`src/rtl/cacheline_adapter_if.sv`:
```
// Cache-side and memory-side handshake bundle for cacheline_adapter.
// The adapter connects through the slave modport; the cache/memory environment uses master.
interface cacheline_adapter_if #(
  parameter int s_line  = 256,
  parameter int s_burst = 64
);
  logic [31:0]        address_i;
  logic [s_line-1:0]  line_i;
  logic [s_line-1:0]  line_o;
  logic               read_i;
  logic               write_i;
  logic               resp_o;
  logic [31:0]        address_o;
  logic [s_burst-1:0] burst_i;
  logic [s_burst-1:0] burst_o;
  logic               read_o;
  logic               write_o;
  logic               resp_i;

  modport master (
    output address_i, line_i, read_i, write_i, burst_i, resp_i,
    input  line_o, resp_o, address_o, burst_o, read_o, write_o
  );

  modport slave (
    input  address_i, line_i, read_i, write_i, burst_i, resp_i,
    output line_o, resp_o, address_o, burst_o, read_o, write_o
  );
endinterface

```
`src/rtl/cacheline_adapter.sv`:
```
// Splits cache line fetches/writebacks into num_beats memory bursts.
// Optional line counters are enabled by defining CACHELINE_ADAPTER_PERF_CNT_EN.
module cacheline_adapter #(
  parameter int s_line    = 256,
  parameter int s_burst   = 64,
  parameter int s_offset  = 5,
  parameter int num_beats = s_line / s_burst
) (
  input  logic              clk,
  input  logic              rst,
  cacheline_adapter_if.slave bus
`ifdef CACHELINE_ADAPTER_PERF_CNT_EN
  ,
  output logic [31:0]       rd_lines_o,
  output logic [31:0]       wr_lines_o
`endif
);

  localparam int cnt_w = (num_beats > 1) ? $clog2(num_beats) : 1;
  localparam logic [cnt_w-1:0] last_beat = cnt_w'(num_beats - 1);

  typedef enum logic [1:0] {IDLE, READ, WRITE, DONE} state_t;

  state_t             state;
  logic [cnt_w-1:0]   beat;
  logic [cnt_w-1:0]   next_beat;
  logic               last;
  logic [s_line-1:0]  wr_line;
  logic [31:0]        line_addr;
  logic               addr_unused;

  assign next_beat   = beat + cnt_w'(1);
  assign last        = (beat == last_beat);
  assign line_addr   = {bus.address_i[31:s_offset], {s_offset{1'b0}}};
  assign addr_unused = ^bus.address_i[s_offset-1:0];

  // Writeback wins over fetch when both requests arrive together.
  always_ff @(posedge clk or negedge rst) begin
    if (!rst) begin
      state         <= IDLE;
      beat          <= '0;
      wr_line       <= '0;
      bus.resp_o    <= 1'b0;
      bus.read_o    <= 1'b0;
      bus.write_o   <= 1'b0;
      bus.address_o <= '0;
      bus.burst_o   <= '0;
      bus.line_o    <= '0;
    end else begin
      case (state)
        IDLE: begin
          bus.resp_o <= 1'b0;
          if (bus.write_i) begin
            state         <= WRITE;
            beat          <= '0;
            wr_line       <= bus.line_i;
            bus.address_o <= line_addr;
            bus.burst_o   <= bus.line_i[s_burst-1:0];
            bus.write_o   <= 1'b1;
          end else if (bus.read_i) begin
            state         <= READ;
            beat          <= '0;
            bus.address_o <= line_addr;
            bus.read_o    <= 1'b1;
          end
        end
        READ: begin
          if (bus.resp_i) begin
            bus.line_o[int'(beat)*s_burst +: s_burst] <= bus.burst_i;
            beat <= next_beat;
            if (last) begin
              state      <= DONE;
              bus.read_o <= 1'b0;
              bus.resp_o <= 1'b1;
            end
          end
        end
        WRITE: begin
          if (bus.resp_i) begin
            beat        <= next_beat;
            bus.burst_o <= wr_line[int'(next_beat)*s_burst +: s_burst];
            if (last) begin
              state       <= DONE;
              bus.write_o <= 1'b0;
              bus.resp_o  <= 1'b1;
            end
          end
        end
        DONE: begin
          bus.resp_o <= 1'b0;
          state      <= IDLE;
        end
        default: state <= IDLE;
      endcase
    end
  end

`ifdef CACHELINE_ADAPTER_PERF_CNT_EN
  // Counters bump on the final beat, i.e. the cycle the FSM enters DONE.
  always_ff @(posedge clk or negedge rst) begin
    if (!rst) begin
      rd_lines_o <= '0;
      wr_lines_o <= '0;
    end else if (bus.resp_i && last) begin
      if (state == READ && rd_lines_o != '1)
        rd_lines_o <= rd_lines_o + 32'd1;
      if (state == WRITE && wr_lines_o != '1)
        wr_lines_o <= wr_lines_o + 32'd1;
    end
  end
`endif

endmodule

```
`src/flat_wrapper.sv`:
```
// flat-port wrapper written by rule: the top's interface ports become plain ports
module cacheline_adapter_flat 
#(
  parameter int s_line    = 256,
  parameter int s_burst   = 64,
  parameter int s_offset  = 5,
  parameter int num_beats = s_line / s_burst
)
  (clk, rst, bus_address_i, bus_line_i, bus_read_i, bus_write_i, bus_burst_i, bus_resp_i, bus_line_o, bus_resp_o, bus_address_o, bus_burst_o, bus_read_o, bus_write_o);
  cacheline_adapter_if #(.s_line(s_line), .s_burst(s_burst)) bus_i ();
  input  logic clk;
  input  logic rst;
  input wire logic [$bits(bus_i.address_i)-1:0] bus_address_i;
  input wire logic [$bits(bus_i.line_i)-1:0] bus_line_i;
  input wire logic [$bits(bus_i.read_i)-1:0] bus_read_i;
  input wire logic [$bits(bus_i.write_i)-1:0] bus_write_i;
  input wire logic [$bits(bus_i.burst_i)-1:0] bus_burst_i;
  input wire logic [$bits(bus_i.resp_i)-1:0] bus_resp_i;
  output wire logic [$bits(bus_i.line_o)-1:0] bus_line_o;
  output wire logic [$bits(bus_i.resp_o)-1:0] bus_resp_o;
  output wire logic [$bits(bus_i.address_o)-1:0] bus_address_o;
  output wire logic [$bits(bus_i.burst_o)-1:0] bus_burst_o;
  output wire logic [$bits(bus_i.read_o)-1:0] bus_read_o;
  output wire logic [$bits(bus_i.write_o)-1:0] bus_write_o;
  assign bus_i.address_i = bus_address_i;
  assign bus_i.line_i = bus_line_i;
  assign bus_i.read_i = bus_read_i;
  assign bus_i.write_i = bus_write_i;
  assign bus_i.burst_i = bus_burst_i;
  assign bus_i.resp_i = bus_resp_i;
  assign bus_line_o = bus_i.line_o;
  assign bus_resp_o = bus_i.resp_o;
  assign bus_address_o = bus_i.address_o;
  assign bus_burst_o = bus_i.burst_o;
  assign bus_read_o = bus_i.read_o;
  assign bus_write_o = bus_i.write_o;
  cacheline_adapter #(.s_line(s_line), .s_burst(s_burst), .s_offset(s_offset), .num_beats(num_beats)) u_core (.clk(clk), .rst(rst), .bus(bus_i));
endmodule
```
`config.mk`:
```
export PLATFORM = sky130hd
export DESIGN_NAME = cacheline_adapter_flat
export DESIGN_NICKNAME = d
export VERILOG_FILES = /design/src/rtl/cacheline_adapter_if.sv /design/src/rtl/cacheline_adapter.sv /design/src/flat_wrapper.sv
export SDC_FILE = /design/constraint.sdc
export NUM_CORES = 1
export LEC_CHECK = 0
export ABC_AREA = 1
export BUFFER_PORTS_ARGS = -buffer_cell sky130_fd_sc_hd__buf_2
export CORE_AREA = 2 2 276 278
export CTS_BUF_LIST = sky130_fd_sc_hd__clkbuf_4 sky130_fd_sc_hd__clkbuf_8 sky130_fd_sc_hd__clkbuf_16
export CTS_CLUSTER_DIAMETER = 40
export DETAILED_ROUTE_END_ITERATION = 12
export DIE_AREA = 0 0 278 280
export PLACE_DENSITY_LB_ADDON = 0.25
export SLEW_MARGIN = 20
export SYNTH_ARGS = -nofsm -noshare
export SYNTH_HDL_FRONTEND = slang
export SYNTH_SLANG_ARGS = --single-unit
export TNS_END_PERCENT = 5
```
`constraint.sdc`:
```
create_clock -name clk -period 2 [get_ports clk]
set_input_delay 0.1 -clock clk [delete_from_list [all_inputs] [get_ports clk]]
set_output_delay 0.1 -clock clk [all_outputs]
set_load 0.02 [all_outputs]
```
==> impl_metrics.json <==
{
  "placedCellCount": 4861,
  "cts_tree": "done",
  "setup_slack_ps": 191,
  "p_per_area_mw_per_mm2": 1550,
  "grt_pass1_wl_um": 154000,
  "critical_path_required_ps": 2530,
  "via_per_inst": 4.92,
  "critical_path_class": "register to register",
  "ff_latch_area_mm2": 0.0153,
  "cts_setup_buffers": 0,
  "cts_buffer_depth": 3,
  "yosysTopAreaCellShare": 0.577,
  "drc": 0,
  "syn-cell-area_mm2": 0.0265,
  "clkLatencyLatePin_ps": 640,
  "drt_iter0_drc": 2189,
  "coreArea_mm2": 0.0752,
  "cp_max_fo": 28,
  "whs_path_depth": 4,
  "ys_seq_area_frac": 0.577,
  "routedWlPerCell_um": 18.5,
  "yosysWarnings": 0,
  "worst_clock_skew_ps": 26.7,
  "status": "finished clean",
  "cts_resized": 0,
  "fin_cells": 5396,
  "std_cell_rows": 101,
  "grt_pass1_vias": 26260,
  "holdCritPathClass": "input port to register",
  "total_leakage_power_nw": 20.9,
  "numPortBuffers": 701,
  "setup_viol": 0,
  "cts_buffers": 99,
  "startpoint_type": "register",
  "worstHoldStart": "bus_line_i[96]",
  "area_growth_pct": 46.3,
  "clock-sinks": 610,
  "cp.arrival_ps": 2340,
  "cts.root.buffer_cell": "clkbuf_16",
  "hold_viol": 0,
  "rsz0062_at_grt": "no",
  "die_x_um": 278,
  "synth_area_leader_cell": "dfrtp_1",
  "die_h_um": 280,
  "drive_gt1_frac": 0.226,
  "die_area_mm2": 0.0778,
  "worstSetupEndpointType": "register",
  "min_period_ps": 1810,
  "hold_end": "u_core.wr_line[96]$_DFFE_PN0P_",
  "yosys-top-cells-area": "dfrtp_1 (58%), nand2_1 (23%), o21ai_0 (6.0%)",
  "tightest_slew_ps": 590,
  "multiInputGateArea_mm2": 0.0100,
  "vias": 26541,
  "synth.avg_cell_area_um2": 8.00,
  "netlist_instances": 3306,
  "drv_cap": 0,
  "place_congestion": 0.853,
  "reg2regPathDepth": 7,
  "slew_headroom": 0.607,
  "hpwlAfterDp_um": 64300,
  "grtUsageTotal": 0.252,
  "r2r_setup_slack_ps": 190,
  "pre_cts_ws_ps": 182,
  "finalMaxSlewViolations": 0,
  "drt_wl_total_um": 99800,
  "max_freq_mhz": 553,
  "final_nets": 4704,
  "fin_setup_tns_ps": 0,
  "hold_buffers": 352,
  "firstDrtPassIters": 8,
  "pin_count": 712,
  "grt_max_degree": 116,
  "synthDistinctLibCells": 25,
  "antenna_found_initial": 1,
  "vdd_drop_max_mv": 1.26,
  "nFillCells": 6988,
  "overflow": 0,
  "worstReg2RegStart": "u_core.state[1]$_DFFE_PN0P_",
  "htree_levels": 3,
  "finalCritPeriodShare": 0.905,
  "postRouteAntennaNets": 0,
  "start_util": 0.352,
  "path_clk_slew_ps": 60,
  "r2r_end": "u_core.bus.line_o[8]$_DFFE_PN0P_",
  "ys_ff_latch": 610
}
[how the worst max path moves through the flow]
stage / slack, ps / cells after the start / to / startpoint
detailed placement: 180 / 9 / u_core.bus.burst_o[56]$_DFFE_PN0P_ / u_core.beat[0]$_DFFE_PN0P_
global placement: 220 / 9 / u_core.bus.burst_o[43]$_DFFE_PN0P_ / u_core.beat[0]$_DFFE_PN0P_
floorplan: -40 / 10 / u_core.bus.line_o[17]$_DFFE_PN0P_ / u_core.beat[0]$_DFFE_PN0P_
CTS: 170 / 7 / u_core.bus.line_o[8]$_DFFE_PN0P_ / u_core.state[1]$_DFFE_PN0P_
global route: 40 / 7 / u_core.bus.line_o[8]$_DFFE_PN0P_ / u_core.state[1]$_DFFE_PN0P_
finish: 190 / 7 / u_core.bus.line_o[8]$_DFFE_PN0P_ / u_core.state[1]$_DFFE_PN0P_
[per-stage QoR]
| step | util | hold slack (ps) | power (mW) | cell area (µm²) |
|---|---|---|---|---|
| after floorplan | - | -196 | 32.9 | 26500 |
| after global placement | 0.419 | 54.4 | 41.0 | 31500 |
| after detailed placement | 0.419 | 51.3 | 41.2 | 31500 |
| after CTS | 0.515 | 140 | 60.4 | 38700 |
| after global routing | 0.515 | 186 | 64.1 | 38700 |
| final | 0.515 | 187 | 60.1 | 38700 |
[Yosys cell counts (all sizes together)]
cell,count
a21boi,1
a21oi,1
and2,1
buf,121
clkbuf,103
clkinv,2
conb,1
dfrtp,610
ha,11
inv,63
nand2,1634
nand3,226
nand4,1
nor2,135
nor3,1
o21ai,394
or2,1
[power by group]
part,switching (mW),total [mW],internal [mW]
clock network,6.53,18.4,11.9
registers,2.58,19.3,16.7
logic,14.8,22.4,7.58
[layout by cell type (no fill, tap or decap), drive strengths merged]
master	netlist	layout
nand3	226	226
nor3	1	1
buf	121	798
clkinvlp	0	9
dfrtp	610	610
clkbuf	103	122
conb	1	5
or2	1	1
o21ai	394	394
a21oi	1	1
bufinv	0	15
and2	1	1
a21boi	1	1
nand4	1	1
inv	63	74
nor2	135	135
nand2	1634	1634
clkinv	2	27
ha	11	11
dlygate4sd3	0	351
diode	0	1
[kinds of logic after synthesis]
family,share of synthesized area
compound gates,0.0750
other cells,0.000142
flops,0.577
simple gates,0.296
buf+inv,0.0470
fa+ha+maj,0.00520
[state kept, by name, indices dropped and copies added, names as in the netlist]
signal	flops
u_core.bus.resp_o	1
u_core.bus.line_o	256
u_core.bus.burst_o	64
u_core.bus.read_o	1
u_core.beat	2
u_core.bus.address_o	27
u_core.wr_line	256
u_core.state	2
u_core.bus.write_o	1
[area by class of cell]
cell class              instances  share of cell area
flip-flops and latches        610               0.395
multi-input cells            2411               0.259
repair buffers               1149               0.214
clock buffers                 122              0.0714
well taps                     978              0.0316
clock inverters                60              0.0226
inverters                      65             0.00656
diodes                          1           0.0000647
[critical path, cell delays in order (launching register included)]
cell	delay, ps
dfrtp_1	410
inv_1	130
ha_1	270
nand2_4	120
inv_2	150
nand3_2	190
buf_12	230
o21ai_0	180
[metal layers]
metal	wire, µm	part of all wire	GRT usage	vias up
met2	47100	0.47	0.410	1098
met1	42400	0.43	0.335	12718
met5	0	0	0	-
met4	3400	0.034	0.0985	0
met3	6810	0.068	0.0441	218
li1	-	-	-	12507
Power figures use the tool's default switching activity.
